--- src/rtl/fpu_divsqrt.sv ---
// Iterative single-precision divide / square-root unit.
// Radix-2 restoring iteration, one quotient/root bit per cycle. The first 25
// iteration cycles produce the bits; any further cycles (ITER > 25) only pad
// the latency. Specials are detected at UNPACK and muxed in at PACK, so every
// operation completes exactly ITER+2 cycles after its issue edge.
module fpu_divsqrt #(
  parameter int ITER = 25
) (
  input  logic        clk,
  input  logic        rstn,
  input  logic [7:0]  opcode,
  input  logic [31:0] x1,
  input  logic [31:0] x2,
  output logic [31:0] y,
  output logic        ovf,
  output logic        unf,
  output logic        out_valid,
  output logic        busy
);

  // 24 result bits plus one integer bit for quotient normalisation
  localparam int NBITS = 25;
  localparam int CW    = $clog2(ITER + 1);

  typedef enum logic [1:0] {S_IDLE, S_UNPACK, S_ITER, S_PACK} state_t;

  state_t r_state;
  state_t w_state_next;

  logic [31:0]        r_x1;
  logic [31:0]        r_x2;
  logic               r_op_sqrt;
  logic [CW-1:0]      r_cnt;
  logic [27:0]        r_rem;
  logic [24:0]        r_q;
  logic [23:0]        r_divisor;
  logic [49:0]        r_rad;
  logic signed [10:0] r_exp;
  logic               r_sign;
  logic               r_special;
  logic [31:0]        r_spec_y;
  logic [31:0]        r_y;
  logic               r_ovf;
  logic               r_unf;
  logic               r_out_valid;

  logic w_issue;
  logic w_unused_opcode;

  // Only bits 3 and 4 select an operation; the rest of the opcode bus belongs to other units
  assign w_unused_opcode = ^{opcode[7:5], opcode[2:0]};
  assign w_issue = (r_state == S_IDLE) && (opcode[3] || opcode[4]);

  // ---------------------------------------------------------------------
  // Operand field split (from latched operands, used during UNPACK)
  // ---------------------------------------------------------------------
  logic        w_sa, w_sb;
  logic [7:0]  w_ea, w_eb;
  logic [22:0] w_fa, w_fb;
  logic        w_a_zero, w_a_inf, w_a_nan;
  logic        w_b_zero, w_b_inf, w_b_nan;
  logic [23:0] w_ma, w_mb;

  assign w_sa = r_x1[31];
  assign w_ea = r_x1[30:23];
  assign w_fa = r_x1[22:0];
  assign w_sb = r_x2[31];
  assign w_eb = r_x2[30:23];
  assign w_fb = r_x2[22:0];

  // Denormals have a zero exponent field and are flushed to signed zero
  assign w_a_zero = (w_ea == 8'd0);
  assign w_a_inf  = (w_ea == 8'hFF) && (w_fa == 23'd0);
  assign w_a_nan  = (w_ea == 8'hFF) && (w_fa != 23'd0);
  assign w_b_zero = (w_eb == 8'd0);
  assign w_b_inf  = (w_eb == 8'hFF) && (w_fb == 23'd0);
  assign w_b_nan  = (w_eb == 8'hFF) && (w_fb != 23'd0);

  assign w_ma = {1'b1, w_fa};
  assign w_mb = {1'b1, w_fb};

  // Exponents: divide is ea-eb+bias; sqrt halves the unbiased exponent,
  // first making it even (odd case doubles the radicand mantissa instead)
  logic signed [10:0] w_exp_div;
  logic signed [10:0] w_eu;
  logic signed [10:0] w_eu_even;
  logic signed [10:0] w_exp_sqrt;
  logic               w_odd;
  logic [24:0]        w_m25;
  logic [49:0]        w_rad;

  assign w_exp_div  = $signed({3'b000, w_ea}) - $signed({3'b000, w_eb}) + 11'sd127;
  assign w_eu       = $signed({3'b000, w_ea}) - 11'sd127;
  assign w_odd      = ~w_ea[0];
  assign w_eu_even  = w_eu - $signed({10'd0, w_odd});
  assign w_exp_sqrt = (w_eu_even >>> 1) + 11'sd127;
  assign w_m25      = w_odd ? {w_ma, 1'b0} : {1'b0, w_ma};
  // Radicand scaled so its integer square root carries 24 significant bits
  assign w_rad      = {2'b00, w_m25, 23'd0};

  // Special-case detection; results here bypass the iteration entirely
  logic        w_spec;
  logic [31:0] w_spec_y;
  logic        w_qsign;

  assign w_qsign = w_sa ^ w_sb;

  // Classify operands into the fixed special-result table
  always_comb begin
    w_spec   = 1'b0;
    w_spec_y = 32'd0;
    if (r_op_sqrt) begin
      if (w_a_nan) begin
        w_spec   = 1'b1;
        w_spec_y = 32'h7FC00000;
      end else if (w_a_zero) begin
        w_spec   = 1'b1;
        w_spec_y = {w_sa, 31'd0};
      end else if (w_sa) begin
        w_spec   = 1'b1;
        w_spec_y = 32'h7FC00000;
      end else if (w_a_inf) begin
        w_spec   = 1'b1;
        w_spec_y = 32'h7F800000;
      end
    end else begin
      if (w_a_nan || w_b_nan) begin
        w_spec   = 1'b1;
        w_spec_y = 32'h7FC00000;
      end else if ((w_a_zero && w_b_zero) || (w_a_inf && w_b_inf)) begin
        w_spec   = 1'b1;
        w_spec_y = 32'h7FC00000;
      end else if (w_a_inf || w_b_zero) begin
        w_spec   = 1'b1;
        w_spec_y = {w_qsign, 8'hFF, 23'd0};
      end else if (w_a_zero || w_b_inf) begin
        w_spec   = 1'b1;
        w_spec_y = {w_qsign, 31'd0};
      end
    end
  end

  // ---------------------------------------------------------------------
  // Iteration step
  // ---------------------------------------------------------------------
  logic        w_div_ge;
  logic [27:0] w_div_rem;
  logic [27:0] w_sq_cur;
  logic [27:0] w_sq_trial;
  logic        w_sq_ge;
  logic [27:0] w_sq_rem;

  // Restoring divide: subtract divisor when it fits, then shift remainder up
  assign w_div_ge  = (r_rem >= {4'd0, r_divisor});
  assign w_div_rem = (w_div_ge ? (r_rem - {4'd0, r_divisor}) : r_rem) << 1;

  // Restoring square root: bring down two radicand bits, try root*4+1
  assign w_sq_cur   = {r_rem[25:0], r_rad[49:48]};
  assign w_sq_trial = {1'b0, r_q, 2'b01};
  assign w_sq_ge    = (w_sq_cur >= w_sq_trial);
  assign w_sq_rem   = w_sq_ge ? (w_sq_cur - w_sq_trial) : w_sq_cur;

  // ---------------------------------------------------------------------
  // Pack: normalise, range-check, select special
  // ---------------------------------------------------------------------
  logic signed [10:0] w_pexp;
  logic [22:0]        w_frac;
  logic [31:0]        w_pack_y;
  logic               w_pack_ovf;
  logic               w_pack_unf;

  // Quotient below one drops a place and an exponent; the root is always normalised
  always_comb begin
    w_pexp = r_exp;
    w_frac = r_q[22:0];
    if (!r_op_sqrt && r_q[24]) begin
      w_frac = r_q[23:1];
    end else if (!r_op_sqrt) begin
      w_pexp = r_exp - 11'sd1;
    end
  end

  // Final result mux with overflow/underflow saturation
  always_comb begin
    w_pack_y   = {r_sign, w_pexp[7:0], w_frac};
    w_pack_ovf = 1'b0;
    w_pack_unf = 1'b0;
    if (r_special) begin
      w_pack_y = r_spec_y;
    end else if (w_pexp >= 11'sd255) begin
      w_pack_y   = {r_sign, 8'hFF, 23'd0};
      w_pack_ovf = 1'b1;
    end else if (w_pexp <= 11'sd0) begin
      w_pack_y   = {r_sign, 31'd0};
      w_pack_unf = 1'b1;
    end
  end

  // ---------------------------------------------------------------------
  // FSM
  // ---------------------------------------------------------------------
  // State register
  always_ff @(posedge clk or negedge rstn) begin
    if (!rstn) begin
      r_state <= S_IDLE;
    end else begin
      r_state <= w_state_next;
    end
  end

  // Next-state: fixed-length walk through UNPACK, ITER cycles, PACK
  always_comb begin
    w_state_next = r_state;
    case (r_state)
      S_IDLE:   if (w_issue) w_state_next = S_UNPACK;
      S_UNPACK: w_state_next = S_ITER;
      S_ITER:   if (r_cnt == CW'(ITER - 1)) w_state_next = S_PACK;
      S_PACK:   w_state_next = S_IDLE;
      default:  w_state_next = S_IDLE;
    endcase
  end

  // Datapath: latch operands, set up iteration, step, and load the result
  always_ff @(posedge clk or negedge rstn) begin
    if (!rstn) begin
      r_x1        <= 32'd0;
      r_x2        <= 32'd0;
      r_op_sqrt   <= 1'b0;
      r_cnt       <= '0;
      r_rem       <= 28'd0;
      r_q         <= 25'd0;
      r_divisor   <= 24'd0;
      r_rad       <= 50'd0;
      r_exp       <= 11'sd0;
      r_sign      <= 1'b0;
      r_special   <= 1'b0;
      r_spec_y    <= 32'd0;
      r_y         <= 32'd0;
      r_ovf       <= 1'b0;
      r_unf       <= 1'b0;
      r_out_valid <= 1'b0;
    end else begin
      r_out_valid <= 1'b0;
      case (r_state)
        S_IDLE: begin
          if (w_issue) begin
            r_x1      <= x1;
            r_x2      <= x2;
            r_op_sqrt <= opcode[4] & ~opcode[3];
          end
        end
        S_UNPACK: begin
          r_cnt     <= '0;
          r_special <= w_spec;
          r_spec_y  <= w_spec_y;
          r_sign    <= r_op_sqrt ? 1'b0 : w_qsign;
          r_exp     <= r_op_sqrt ? w_exp_sqrt : w_exp_div;
          r_divisor <= w_mb;
          r_rem     <= r_op_sqrt ? 28'd0 : {4'd0, w_ma};
          r_rad     <= w_rad;
          r_q       <= 25'd0;
        end
        S_ITER: begin
          r_cnt <= r_cnt + CW'(1);
          if (r_cnt < CW'(NBITS)) begin
            if (r_op_sqrt) begin
              r_rem <= w_sq_rem;
              r_q   <= {r_q[23:0], w_sq_ge};
              r_rad <= r_rad << 2;
            end else begin
              r_rem <= w_div_rem;
              r_q   <= {r_q[23:0], w_div_ge};
            end
          end
        end
        S_PACK: begin
          r_y         <= w_pack_y;
          r_ovf       <= w_pack_ovf;
          r_unf       <= w_pack_unf;
          r_out_valid <= 1'b1;
        end
        default: begin
          r_out_valid <= 1'b0;
        end
      endcase
    end
  end

  assign y         = r_y;
  assign ovf       = r_ovf;
  assign unf       = r_unf;
  assign out_valid = r_out_valid;
  assign busy      = (r_state != S_IDLE);

endmodule
--- config.mk ---
export PLATFORM = sky130hd
export DESIGN_NAME = fpu_divsqrt
export DESIGN_NICKNAME = d
export VERILOG_FILES = /design/src/rtl/fpu_divsqrt.sv
export SDC_FILE = /design/constraint.sdc
export NUM_CORES = 1
export LEC_CHECK = 0
export CAP_MARGIN = 5
export CELL_PAD_IN_SITES_DETAIL_PLACEMENT = 0
export CELL_PAD_IN_SITES_GLOBAL_PLACEMENT = 1
export CORE_MARGIN = 3
export CORE_UTILIZATION = 25
export DETAILED_ROUTE_END_ITERATION = 7
export DONT_BUFFER_PORTS = 1
export GPL_ROUTABILITY_DRIVEN = 0
export GPL_TIMING_DRIVEN = 0
export PLACE_DENSITY_LB_ADDON = 0.1
export SETUP_SLACK_MARGIN = 0.05
export SYNTH_ARGS = -nofsm -noshare
export SYNTH_HDL_FRONTEND = slang
export SYNTH_SLANG_ARGS = --single-unit
--- constraint.sdc ---
create_clock -name clk -period 4 [get_ports clk]
set_input_delay 1.2 -clock clk [delete_from_list [all_inputs] [get_ports clk]]
set_output_delay 1.2 -clock clk [all_outputs]
set_load 0.005 [all_outputs]
==> metrics.cfg, run 1 <==
[status]
status=complete, no violations

[timing]
hold_viol=0
slew_headroom_pct=18.39
slew_viol_final=0
period_needed_ns=3.769
whs_ns=0.3082
rsz0062_at_grt=no
setup_ws_ns=0.2310
worst_slew_pin_slew_ns=1.216
finalClockSkew_ns=0.03004
finalCritPeriodShare_pct=94.23
finalSetupViolCount=0
max_freq_mhz=265.3
tns_ns=0

[drt]
drc_errors=0
vias_per_cell=4.869
via_count=11340
wl_per_cell_um=20.96
ant_nets=0
drt_iter0_drc=622
drt_wl_total_mm=48.81
drtPass1Iterations=5

[synth]
synth_edf_count=0
seq_area_frac_synth_pct=40.59
syn-cell-area_um2=13930
synth.distinct_cells=72
synth_cells=1534
yosys_warnings=0
synth-main-ff-cell=dfrtp_1
synth-seq-cells=226
postSynth.asyncResetShare_pct=100.0
synth_nets=1679
syn_avg_cell_area_um2=9.083

[placement]
placedCellCount=2273
dp_slack_ns=-0.2376
hpwl_mm=37.37
port_buffers=0

[floorplanning]
io_pins=110
die-width_um=242.1
placeableCoreArea_um2=54450
initial_core_util_pct=25.59
fp-row-count=85
fp.dieArea_um2=58600
fp.dieH_um=242.1

[min_path]
min_path_type=in -> async

[clock_network]
root_buffer=clkbuf_16
hold_buffers=0
clk_latency_ns=0.60
cts_setup_buffers=0
cts_made_buffers=31
clk_pin_slew_ns=0.06
clockBufferDepth=3
cts_sinks=226
htree_levels=1
cts_tree=built

[layout]
multi_input_area_um2=7526
fin_cells=2329
fillCellCount=5892
nNetsFinal=1711
area_growth_pct=14.16
register_area_um2=5655
most-common-layout-cells=dfrtp_1 (226), nand2_1 (143), a21oi_1 (130), inv_1 (116), o21ai_0 (116)
final_common_cell=dfrtp_1
drive_gt1_share_pct=9.943

[critical_path]
critPathCaptureType=register
crit_start=r_rem[0]
reg2regPathDepth=13
r2r_end=r_rem[13]
startpoint_type=register
critPathArrivalTime_ns=4.22
critPathRequiredTime_ns=4.45
crit_end=r_rem[13]
path_max_fanout=10
r2r-start=r_rem[0]
worst-setup-path-type=reg -> reg
reg2reg_slack_ns=0.23

[global_routing]
grt_pass1_vias=11680
grt_first_pass_wirelength_mm=74.75
antenna_found_initial=3
grt_max_degree=227
grt_use_total_pct=16.36
gr-total-overflow=0

[pwr]
finalPower_uw=17070
ir_drop_uv=351.5
leakage_uw=0.006666
pwr_density_cell_nw_per_um2=1073

[run]
max_cap_viol_count=0

[kinds of logic (layout without fill, tap and decap cells)]
logic type / count (synthesis) / after routing / synth area share, %
xor+xnor: 69 / 69 / 4.337
compound gates: 454 / 454 / 20.16
other cells: 0 / 1 / 0
buf+inv: 192 / 247 / 5.415
mux: 127 / 127 / 9.869
flops: 226 / 226 / 40.59
simple gates: 395 / 395 / 13.15
fa+ha+maj: 71 / 71 / 6.484
[cells in the mapped netlist (5+ instances only)]
cell,instances,area [um2]
o22ai_1,50,312.8
o21ai_1,5,25.02
nor2_1,113,424.2
nand3_1,19,95.09
nor4_1,21,131.4
nand4_1,16,100.1
o21ai_0,116,580.6
a21o_1,36,270.3
buf_1,9,33.78
clkbuf_1,57,214.0
a31oi_1,9,56.30
mux2i_1,44,440.4
nand2b_1,10,62.56
a22oi_1,8,60.06
buf_2,6,30.03
o21a_1,7,52.55
inv_1,116,435.4
nand2_1,144,540.5
mux2_2,82,923.4
nor3_1,23,115.1
a221o_1,10,100.1
ha_1,69,863.3
a211oi_1,9,67.56
and2_1,7,43.79
a21oi_1,130,650.6
a222oi_1,6,60.06
and3_1,11,68.82
nor3b_1,6,45.04
xnor2_1,40,350.3
xor2_1,29,254.0
dfrtp_1,226,5655
o211ai_1,16,120.1
[sequential cells by signal, indices dropped and copies added, names as in the netlist]
register,count
r_cnt,5
r_exp,10
unf,1
r_rem,28
r_rad,27
r_op_sqrt,1
r_x2,32
ovf,1
r_sign,1
r_spec_y,3
r_q,25
r_special,1
r_state,2
r_divisor,24
r_x1,32
y,32
out_valid,1
[per-layer routing]
layer	track usage, %	part of all wire (%)
met3	2.457	3.1
met1	23.84	51
met5	0	0.043
met2	25.63	44
met4	3.377	1.7
[worst max-delay path: stages, from the launching register on]
cell,delay [ns]
dfrtp_1,0.45
inv_1,0.09
ha_1,0.23
fa_1,0.42
nand2b_1,0.18
a21o_1,0.20
a211oi_1,0.34
nor2_1,0.23
a21oi_1,0.26
clkbuf_4,0.28
buf_2,0.27
a21oi_1,0.10
a222oi_1,0.41
o21ai_0,0.15
[final cells by class]
cell class	count	area share [%]
clock inverter	19	1.290
tap	739	5.813
buffer	75	2.006
sequential	226	35.55
clock buffer	37	5.270
multi-input combinational	1116	47.31
antenna	1	0.01573
inverter	116	2.737
[worst min path at each step]
stage / start / to / slack (ns)
after floorplan: r_rad[23] / r_rad[23] / 0.44
after global placement: r_divisor[23] / r_divisor[23] / 0.46
after detailed placement: r_divisor[23] / r_divisor[23] / 0.46
after CTS: rstn / y[12] / 0.27
after global routing: rstn / y[7] / 0.27
final: rstn / y[7] / 0.31
[where the power goes]
part	internal [uW]	leakage [uW]	switching (uW)
logic	3920	0.00333	5950
registers	3200	0.00284	1160
clock network	1690	0.000503	1140
[timing repair]
| action | CTS | global route |
|---|---|---|
| resized for setup | 1 | 2 |
| gates cloned | 0 | 0 |
| setup endpoints to repair | 5 | 9 |
[metrics by stage]
step	util [%]	instance area, um2
5_1_grt	29.21	15910
2_1_floorplan	-	13930
3_3_place_gp	27.29	14860
3_5_place_dp	27.29	14860
4_1_cts	29.21	15900
6_report	29.21	15910
Power figures use the tool's default switching activity.
==> inputs of run 2 (changes only) <==
Settings changed: ABC_AREA set to 1, GPL_TIMING_DRIVEN 0 to 1.
==> run 2 against run 1 <==
Against the previous run: first-iteration DRC count grew 37%; global-route usage is 0.88 points higher; routed wire length rose by 14%; maximum frequency up 20%; clock-buffer cell count increased by 9; register-to-register slack improved by 0.64 ns; cell area grew 7.4%; critical endpoint is now r_rem[16]; largest power group unchanged; highest routed layer is now met4.
==> metrics.cfg, run 2 <==
[global_routing]
grt_first_pass_wirelength_mm=85.57  ; +14%
grt_pass1_vias=13980  ; +20%
grt_use_total_pct=17.25  ; +0.88 points
gr-total-overflow=0  ; unchanged
antenna_found_initial=0  ; -3
grt_max_degree=227  ; unchanged

[status]
status=complete, no violations

[critical_path]
critPathArrivalTime_ns=3.59  ; -0.63 ns
path_cells=inv_1 > ha_1 > fa_1 > inv_1 > nand3_1 > nand3_1 > buf_4 > nand3_1 > nand3_1 > nand2_1 > nand3_1 > nand2_1 > nand2_1 > nand2_1 > nand2_1 > nand2_1
path_max_fanout=21  ; +11
crit_family=simple AND/OR/NAND/NOR gates
cpMostUsedCell=nand2_1
worst-setup-path-type=reg -> reg
critPathMaxStageDelay_ns=0.51  ; +0.06 ns
crit_slowest_cell=nand2_1
critPathBufInv=3  ; unchanged
critPathCaptureType=register
critPathRequiredTime_ns=4.46  ; about the same
startpoint_type=register

[floorplanning]
fp-row-count=89  ; +4.7%
die-width_um=252.6  ; +4.4%
fp.dieH_um=252.6  ; +4.4%
fp.dieArea_um2=63810  ; +8.9%
initial_core_util_pct=25.52  ; -0.067 points
io_pins=110  ; unchanged
placeableCoreArea_um2=59580  ; +9.4%

[synth]
synth_nets=2328  ; +39%
postSynth.asyncResetShare_pct=100.0  ; unchanged
synth-main-ff-cell=dfrtp_1
synthTopCellsByArea=dfrtp_1 (37%), nand2_1 (16%), inv_1 (7.4%), ha_1 (5.7%), o21ai_0 (5.6%)
synth-seq-cells=226  ; unchanged
seq_area_frac_synth_pct=37.20  ; -3.4 points
synth_most_common_cell=nand2_1
synth_edf_count=0  ; unchanged
syn_avg_cell_area_um2=6.965  ; -23%
synth.distinct_cells=47  ; -35%
syn-cell-area_um2=15200  ; +9.1%
yosys-top-cells-count=nand2_1 (658), inv_1 (299), dfrtp_1 (226)
synth_cells=2183  ; +42%
synth_area_leader_cell=dfrtp_1
synth_top_area_share_pct=37.20  ; -3.4 points
yosys_warnings=0  ; unchanged

[pwr]
pwr_density_cell_nw_per_um2=1028  ; -4.3%
ir_drop_uv=374.2  ; +6.5%
leakage_uw=0.008364  ; +25%
finalPower_uw=17550  ; +2.8%

[drt]
drc_errors=0  ; unchanged
wl_per_cell_um=18.76  ; -10%
vias_per_cell=4.755  ; -2.3%
drtPass1Iterations=5  ; unchanged
ant_nets=0  ; unchanged
drt_wl_total_mm=55.52  ; +14%
drt_iter0_drc=852  ; +37%
via_count=14070  ; +24%

[timing]
finalClockSkew_ns=0.02130  ; -0.008740 ns
finalCritPeriodShare_pct=78.25  ; -16 points
finalSetupViolCount=0  ; unchanged
worst_slew_pin_slew_ns=0.8925  ; -0.3234 ns
tns_ns=0  ; unchanged
period_needed_ns=3.130  ; -0.6392 ns
slew_headroom_pct=40.43  ; +22 points
slew_viol_final=0  ; unchanged
rsz0062_at_grt=no
max_freq_mhz=319.5  ; +20%
hold_viol=0  ; unchanged

[placement]
hpwl_mm=42.46  ; +14%
placed_area_um2=16030  ; +7.9%
port_buffers=0  ; unchanged
placedCellCount=2905  ; +28%

[run]
max_cap_viol_count=0  ; unchanged

[layout]
most-common-layout-cells=nand2_1 (657), inv_1 (298), dfrtp_1 (226), o21ai_0 (170), nand3_1 (152)
drive_gt1_share_pct=5.627  ; -4.3 points
nNetsFinal=2309  ; +35%
area_growth_pct=12.31
final_common_cell=nand2_1
utilization_pct=28.66  ; -0.55 points
antenna_cells=0  ; -1
stdcell_area_um2=17080  ; +7.4%
fin_cells=2959  ; +27%

[clock_network]
cts_setup_buffers=0  ; unchanged
root_buffer=clkbuf_16
clk_latency_ns=0.58  ; -0.02 ns
clockBufferDepth=3  ; unchanged
cts_made_buffers=30  ; -3.2%
cts_tree=built
hold_buffers=0  ; unchanged
cts_resized=0  ; -1
htree_levels=1  ; unchanged
clk_pin_slew_ns=0.06  ; about the same
cts_sinks=226  ; unchanged

[min_path]
min_path_type=in -> async

## run 2: changes by cell type in the layout (fill, tap and decap cells not counted), moves of 19 or more
cell,before,now
mux2i_1,44,0
mux2_2,82,0
nand3_1,19,152
inv_1,116,298
xnor2_1,40,6
o21ai_2,1,20
o21ai_0,116,170
nand4_1,16,62
clkbuf_1,58,6
buf_4,1,20
a21o_1,36,2
nor2_1,113,148
a21oi_1,130,83
nand2_1,143,657
## run 2: layer usage
layer,vias up,wire length [um],track usage (%),share of wire [%]
li1,7138,-,-,-
met1,6633,27490,24.68,50
met2,239,24440,27.30,44
met3,61,2062,2.182,3.7
met4,0,1530,4.829,2.8
met5,-,0,0,0
## run 2: kinds of logic after synthesis
| group | Yosys count | synth area share (%) |
|---|---|---|
| flip-flops | 226 | 37.20 |
| adder cells (fa/ha/maj) | 71 | 5.941 |
| AND/OR/NAND/NOR | 1071 | 29.81 |
| XOR/XNOR | 32 | 1.843 |
| AO/OA/AOI/OAI | 404 | 15.48 |
| buffers and inverters | 379 | 9.735 |
## run 2: area by class of cell
type                            count  area [um2]
Sequential cell                   226        5655
Clock inverter                      8       123.9
Tap cell                          773       967.2
Timing Repair Buffer               21       170.2
Inverter                          307        1155
Fill cell                        6500       42500
Multi-Input combinational cell   1578        8083
Clock buffer                       46       922.1
## run 2: power by group
| group | internal [uW] | switching, uW |
|---|---|---|
| Combinational | 3300 | 7330 |
| Clock | 1760 | 1080 |
| Sequential | 3170 | 911 |
## run 2: worst paths after layout
path | from | to | slack, ns | cells past startpoint
min | rstn | r_x1[21] | 0.33 | 0
min reg2reg | r_divisor[23] | r_divisor[23] | 0.45 | 2
max reg2reg | r_rem[0] | r_rem[16] | 0.87 | 16
max | r_rem[0] | r_rem[16] | 0.87 | 16
max in group asynchronous | rstn | r_x1[27] | 3.25 | 0
min in group clk | r_divisor[23] | r_divisor[23] | 0.45 | 2
## run 2: per-stage QoR
stage	setup WS, ns	hold slack [ns]
detailed placement	0.8643	0.4410
finish	0.8702	0.3260
global route	0.6069	0.2890
global placement	0.8521	0.4350
floorplan	1.777	0.4175
CTS	0.8488	0.2885
